===== config.mk =====
export PLATFORM = sky130hd
export DESIGN_NAME = nmea_rmc_decoder
export DESIGN_NICKNAME = d
export VERILOG_FILES = /design/src/rtl/nmea_rmc_decoder.sv
export SDC_FILE = /design/constraint.sdc
export NUM_CORES = 1
export LEC_CHECK = 0
export ABC_CLOCK_PERIOD_IN_PS = 4900
export CORE_MARGIN = 10
export CORE_UTILIZATION = 45
export CTS_CLUSTER_DIAMETER = 50
export DETAILED_ROUTE_END_ITERATION = 10
export PLACE_DENSITY_LB_ADDON = 0.15
export SLEW_MARGIN = 25
export SYNTH_ARGS = -nofsm -noshare
export SYNTH_HDL_FRONTEND = slang
export SYNTH_SLANG_ARGS = --single-unit

===== constraint.sdc =====
create_clock -name clk -period 4.9 [get_ports clk]
set_clock_uncertainty 0.05 [all_clocks]
set_input_delay 0.49 -clock clk [delete_from_list [all_inputs] [get_ports clk]]
set_output_delay 0.49 -clock clk [all_outputs]
set_load 0.05 [all_outputs]

===== src/rtl/nmea_rmc_decoder.sv =====
// Streaming decoder for NMEA $GPRMC/$GNRMC sentences: one character per valid clk,
// extracts UTC time/date, fix status and hemispheres, and commits them atomically at LF.
module nmea_rmc_decoder #(
  parameter bit CHECK_CSUM = 1'b1,
  parameter bit ACCEPT_GN  = 1'b1,
  parameter int MAX_LEN    = 82
) (
  input  logic       clk,
  input  logic       rst,
  input  logic [7:0] char,
  input  logic       valid,
  output logic       NSR,
  output logic       csum_err,
  output logic       fmt_err,
  output logic [4:0] hr,
  output logic [5:0] min,
  output logic [5:0] sec,
  output logic [4:0] day,
  output logic [3:0] mon,
  output logic [6:0] yr,
  output logic       fix,
  output logic       lat_s,
  output logic       lon_w
);
  localparam int LW = $clog2(MAX_LEN + 2);

  typedef enum logic [2:0] {IDLE, HDR, FIELDS, CS_HI, CS_LO, WAIT_CR, WAIT_LF} state_t;
  state_t state, nstate;

  logic [2:0]    hdr_idx, pos;
  logic [3:0]    fld;
  logic [LW-1:0] len;
  logic [7:0]    xacc, rx_cs;
  logic [6:0]    sh_hr, sh_min, sh_sec, sh_day, sh_mon, sh_yr;
  logic          sh_fix, sh_lat, sh_lon;
  logic          seen_time, seen_stat, have_ns, have_ew, have_date;

  logic       is_dig, is_hex, is_cr, is_lf, hdr_ok, over, close_bad, char_bad;
  logic [3:0] dval, hval;
  logic       err_mid, eos, fields_ok, fmt_d, cse_d, commit_d, cap;

  assign is_dig = (char >= "0") && (char <= "9");
  assign is_hex = is_dig || ((char >= "A") && (char <= "F")) || ((char >= "a") && (char <= "f"));
  assign is_cr  = (char == 8'h0D);
  assign is_lf  = (char == 8'h0A);
  assign dval   = char[3:0];
  assign hval   = is_dig ? char[3:0] : char[3:0] + 4'd9;
  assign over   = (len >= LW'(MAX_LEN));

  always_comb begin
    hdr_ok = 1'b0;
    case (hdr_idx)
      3'd0: hdr_ok = (char == "G");
      3'd1: hdr_ok = (char == "P") || (ACCEPT_GN && (char == "N"));
      3'd2: hdr_ok = (char == "R");
      3'd3: hdr_ok = (char == "M");
      3'd4: hdr_ok = (char == "C");
      default: hdr_ok = 1'b0;
    endcase
  end

  // Range/completeness checks run when a field closes; per-char checks run on capture.
  always_comb begin
    close_bad = 1'b0;
    char_bad  = 1'b0;
    case (fld)
      4'd1: begin
        close_bad = (pos < 3'd6) || (sh_hr > 7'd23) || (sh_min > 7'd59) || (sh_sec > 7'd59);
        char_bad  = ((pos < 3'd6) && !is_dig) || ((pos == 3'd6) && (char != "."));
      end
      4'd2: begin
        close_bad = (pos == 3'd0);
        char_bad  = (pos != 3'd0) || !((char == "A") || (char == "V"));
      end
      4'd4: char_bad = (pos != 3'd0) || !((char == "N") || (char == "S"));
      4'd6: char_bad = (pos != 3'd0) || !((char == "E") || (char == "W"));
      4'd9: begin
        close_bad = (pos != 3'd0) && ((pos != 3'd6) || (sh_day == 7'd0) || (sh_day > 7'd31) ||
                                      (sh_mon == 7'd0) || (sh_mon > 7'd12));
        char_bad  = (pos >= 3'd6) || !is_dig;
      end
      default: ;
    endcase
  end

  always_ff @(posedge clk) begin
    if (rst)        state <= IDLE;
    else if (valid) state <= nstate;
  end

  always_comb begin
    nstate  = state;
    err_mid = 1'b0;
    eos     = 1'b0;
    if (valid) begin
      if (char == "$") begin
        nstate = HDR;
      end else if ((state != IDLE) && over) begin
        err_mid = 1'b1;
        nstate  = IDLE;
      end else begin
        case (state)
          IDLE: ;
          HDR: begin
            if (!hdr_ok)              nstate = IDLE;
            else if (hdr_idx == 3'd4) nstate = FIELDS;
          end
          FIELDS: begin
            if (char == ",") begin
              if (close_bad) begin err_mid = 1'b1; nstate = IDLE; end
            end else if (char == "*") begin
              if (close_bad) begin err_mid = 1'b1; nstate = IDLE; end
              else nstate = CS_HI;
            end else if (is_cr || is_lf) begin
              if (CHECK_CSUM || close_bad) begin err_mid = 1'b1; nstate = IDLE; end
              else if (is_cr) nstate = WAIT_LF;
              else begin eos = 1'b1; nstate = IDLE; end
            end else if (char_bad) begin
              err_mid = 1'b1;
              nstate  = IDLE;
            end
          end
          CS_HI: begin
            if (is_hex) nstate = CS_LO;
            else begin err_mid = 1'b1; nstate = IDLE; end
          end
          CS_LO: begin
            if (is_hex) nstate = WAIT_CR;
            else begin err_mid = 1'b1; nstate = IDLE; end
          end
          WAIT_CR: begin
            if (is_cr) nstate = WAIT_LF;
            else begin err_mid = 1'b1; nstate = IDLE; end
          end
          WAIT_LF: begin
            nstate = IDLE;
            if (is_lf) eos = 1'b1;
            else       err_mid = 1'b1;
          end
          default: nstate = IDLE;
        endcase
      end
    end
  end

  // End-of-sentence precedence: format, then checksum, then commit.
  always_comb begin
    fields_ok = seen_time && seen_stat;
    fmt_d     = err_mid || (eos && !fields_ok);
    cse_d     = eos && fields_ok && CHECK_CSUM && (rx_cs != xacc);
    commit_d  = eos && fields_ok && !cse_d;
    cap       = valid && (state == FIELDS) && (nstate == FIELDS) && (char != ",");
  end

  always_ff @(posedge clk) begin
    if (rst) begin
      {NSR, csum_err, fmt_err} <= '0;
      {hr, min, sec, day, mon, yr, fix, lat_s, lon_w} <= '0;
      hdr_idx <= '0; pos <= '0; fld <= '0; len <= '0; xacc <= '0; rx_cs <= '0;
      {sh_hr, sh_min, sh_sec, sh_day, sh_mon, sh_yr, sh_fix, sh_lat, sh_lon} <= '0;
      {seen_time, seen_stat, have_ns, have_ew, have_date} <= '0;
    end else begin
      NSR      <= commit_d;
      fmt_err  <= fmt_d;
      csum_err <= cse_d;
      if (valid && (char == "$")) begin
        hdr_idx <= '0; pos <= '0; fld <= '0; len <= LW'(1); xacc <= '0; rx_cs <= '0;
        {seen_time, seen_stat, have_ns, have_ew, have_date} <= '0;
      end else if (valid && (state != IDLE)) begin
        len <= len + LW'(1);
        if (state == HDR) begin
          hdr_idx <= hdr_idx + 3'd1;
          xacc    <= xacc ^ char;
        end
        if ((state == FIELDS) && (char != "*") && !is_cr && !is_lf) xacc <= xacc ^ char;
        if ((state == FIELDS) && (char == ",") && (nstate == FIELDS)) begin
          if (fld != 4'hF) fld <= fld + 4'd1;
          pos <= '0;
        end
        if (cap) begin
          if (pos != 3'd7) pos <= pos + 3'd1;
          case (fld)
            4'd1: case (pos)
              3'd0: sh_hr  <= 7'(dval) * 7'd10;
              3'd1: sh_hr  <= sh_hr + 7'(dval);
              3'd2: sh_min <= 7'(dval) * 7'd10;
              3'd3: sh_min <= sh_min + 7'(dval);
              3'd4: sh_sec <= 7'(dval) * 7'd10;
              3'd5: begin sh_sec <= sh_sec + 7'(dval); seen_time <= 1'b1; end
              default: ;
            endcase
            4'd2: begin sh_fix <= (char == "A"); seen_stat <= 1'b1; end
            4'd4: begin sh_lat <= (char == "S"); have_ns <= 1'b1; end
            4'd6: begin sh_lon <= (char == "W"); have_ew <= 1'b1; end
            4'd9: case (pos)
              3'd0: sh_day <= 7'(dval) * 7'd10;
              3'd1: sh_day <= sh_day + 7'(dval);
              3'd2: sh_mon <= 7'(dval) * 7'd10;
              3'd3: sh_mon <= sh_mon + 7'(dval);
              3'd4: sh_yr  <= 7'(dval) * 7'd10;
              3'd5: begin sh_yr <= sh_yr + 7'(dval); have_date <= 1'b1; end
              default: ;
            endcase
            default: ;
          endcase
        end
        if ((state == CS_HI) && is_hex) rx_cs[7:4] <= hval;
        if ((state == CS_LO) && is_hex) rx_cs[3:0] <= hval;
      end
      if (commit_d) begin
        hr  <= sh_hr[4:0];
        min <= sh_min[5:0];
        sec <= sh_sec[5:0];
        fix <= sh_fix;
        if (have_ns) lat_s <= sh_lat;
        if (have_ew) lon_w <= sh_lon;
        if (have_date) begin
          day <= sh_day[4:0];
          mon <= sh_mon[3:0];
          yr  <= sh_yr;
        end
      end
    end
  end
endmodule


==> flow_summary.json <==
{
  "top_layer_used": "met4",
  "grt_pass1_wl_um": 35800,
  "synth_ff_type": "dfxtp_1",
  "h-tree-depth": 4,
  "yosysTopAreaCell": "dfxtp_1",
  "reg2reg_depth": 10,
  "async_flop_share": 0,
  "port_buffers": 49,
  "cts_root_buf": "clkbuf_16",
  "powerDensity_nw_per_um2": 286.8,
  "met3_wirelength_um": 1782,
  "yosysSeqAreaShare": 0.3321,
  "min_period_over_period": 0.8014,
  "grt_max_degree": 69,
  "min_path_type": "register to register",
  "fmax_mhz": 254.6,
  "tritoncts": "done",
  "slowest_delay_ns": 0.58,
  "crit_path_cell_trace": "clkdlybuf4s50_1 > inv_1 > ha_1 > nor3b_1 > or4_1 > a211oi_2 > nor2_1 > or3b_4 > and2_1 > a2111oi_2 > o22ai_1",
  "cts.reportedPaths.clkPinSlew_ns": 0.06,
  "hold_violations": 0,
  "first_global_vias": 6635,
  "n_fill_cell": 1588,
  "start_kind": "input port",
  "slowest_stage": "or4_1",
  "die_y_um": 149.4,
  "synth_most_common_cell": "dfxtp_1",
  "vdd_ir_drop_max_uv": 237.1,
  "cts.path.max_buffers": 2,
  "yosys_warnings": 0,
  "route.detailed.drc": 0,
  "post_drt_wl_per_cell_um": 18.67,
  "gr-usage-all-layers": 0.1999,
  "post_cts_buffers": 0,
  "hold_depth": 2,
  "path_max_fanout": 13,
  "die_w_um": 149.4,
  "coreArea_um2": 16520,
  "cts.repair.resized": 0,
  "die_area_um2": 22320,
  "totalPowerFinal_mw": 2.542,
  "syn_inst": 917,
  "antenna_found_initial": 0,
  "cts_hold_buf": 0,
  "holdPathEnd": "yr[2]",
  "maxCapViolCount": 0,
  "grt-ovfl-total": 0,
  "min-delay-start": "yr[2]",
  "postSynthAreaPerCell_um2": 8.218,
  "ys_types": 77,
  "worst_pin_slew_ns": 0.9062,
  "outcome": "completed",
  "synth-seq-cells": 125,
  "fin_cells": 1185,
  "slew_headroom": 0.3903,
  "met2_length_um": 9437,
  "final_util": 0.5364,
  "via_per_inst": 5.817,
  "leakage_nw": 3.218,
  "drt_first_pass_iters": 5,
  "synth_top_area_share": 0.3321,
  "synthTopCellsByArea": "dfxtp_1 33%, ha_1 8.1%, mux2i_1 5.3%, nand2_1 5.2%, nor2_1 4.4%",
  "clock_latency_ns": 0.43,
  "numCtsBuffers": 17,
  "dp_cells": 1153,
  "clock_sinks": 125,
  "path_class": "input port to register",
  "start_util": 0.4560,
  "rows": 47,
  "wl_met1_um": 10470,
  "setup_violations": 0,
  "critical_path_arrival_ns": 4.17,
  "pin_count": 50,
  "fin_setup_tns_ns": 0,
  "place_area_um2": 8222,
  "maxSlewViolCount": 0,
  "fin_crit_ns": 3.927,
  "required_ns": 5.14,
  "wirelength_um": 22120,
  "rsz0062_at_grt": "no",
  "regToRegStartpoint": "len[0]",
  "num_vias": 6893,
  "ff2ff_setup_slack_ns": 1.09,
  "areaGrowthSynthToFinish_pct": 17.62,
  "syn_nets": 984,
  "hpwlAfterDp_um": 15580,
  "postRouteAntennaNets": 0,
  "finalNetCount": 1019,
  "drt_iter0_drc": 742,
  "end_kind": "register",
  "drive_gt1_frac": 0.07358,
  "postLayoutCellArea_um2": 8864,
  "reg2reg_to": "pos[0]",
  "finalWeightedCongestion": 0.9239,
  "insertedDiodeCount": 0,
  "syn-cell-area_um2": 7536,
  "netlist_top_cells_count": "125 x dfxtp_1, 104 x nand2_1, 89 x nor2_1",
  "synth_edf_count": 0
}
-- flip-flops by register name (all words and copies together) (netlist names), 3 cells and up --
signal   count
yr           7
hr           5
mon          4
sh_day       7
sh_sec       7
len          7
min          6
day          5
rx_cs        8
sh_hr        7
sh_min       7
xacc         8
hdr_idx      3
pos          3
state        3
sec          6
fld          4
sh_yr        7
sh_mon       7
-- routing by layer --
metal / track usage / up-vias
met5: 0 / -
met4: 0.07458 / 0
met3: 0.04559 / 32
met2: 0.2925 / 270
met1: 0.2792 / 3239
li1: - / 3352
-- logic make-up after synthesis --
group / synth area share
buffers and inverters: 0.04715
AOI/OAI and AO/OA: 0.1953
xor gates and xnor gates: 0.04416
muxes: 0.05911
DFF: 0.3321
adders and majority gates: 0.09995
and+or+nand+nor: 0.2223
-- placed cells by master (no fill, tap or decap), types with 25 or more instances in the layout --
cell             count
a21oi_1             59
clkdlybuf4s50_1     48
dfxtp_1            125
ha_1                49
inv_1               39
mux2i_1             40
nand2_1            104
nand3_1             33
nor2_1              89
o21ai_0             45
xor2_1              25
-- worst max path at each step --
stage | slack (ns) | from | endpoint
after detailed placement | 0.57 | char[0] | pos[0]
after CTS | 0.99 | char[0] | pos[0]
after global routing | 0.74 | char[0] | pos[0]
final | 0.97 | char[0] | pos[0]
after global placement | 0.61 | char[0] | sh_day[0]
after floorplan | 1.30 | char[1] | sh_sec[4]
-- through the flow --
| stage | hold slack, ns | setup slack [ns] |
|---|---|---|
| final | 0.3963 | 0.9729 |
| after global routing | 0.4177 | 0.7367 |
| after CTS | 0.4004 | 0.9945 |
| after detailed placement | 0.3939 | 0.5700 |
| after global placement | 0.3890 | 0.6060 |
| after floorplan | 0.3754 | 1.303 |
-- power by group --
group | switching [mW] | internal, mW | total (mW)
Clock | 0.480 | 0.890 | 1.37
Sequential | 0.000117 | 1.02 | 1.02
Combinational | 0.104 | 0.0516 | 0.155
Total | 0.584 | 1.96 | 2.54
-- worst max-delay path: cells and delay by family --
kind                     cells  cell delay [ns]
buffers and inverters        2             0.89
adder cells (fa/ha/maj)      1             0.24
AO/OA/AOI/OAI                3             0.95
AND/OR/NAND/NOR              5             1.56
-- final cells by class --
cell class | count | area [µm²] | area share
clock inverter | 10 | 161.4 | 0.01821
multi-input combinational | 703 | 4695 | 0.5296
clock buffer | 22 | 474.2 | 0.05350
timing repair buffer | 65 | 605.6 | 0.06832
tap | 220 | 275.3 | 0.03106
inverter | 40 | 150.1 | 0.01694
sequential | 125 | 2502 | 0.2823
(Power assumes the default switching activity.)
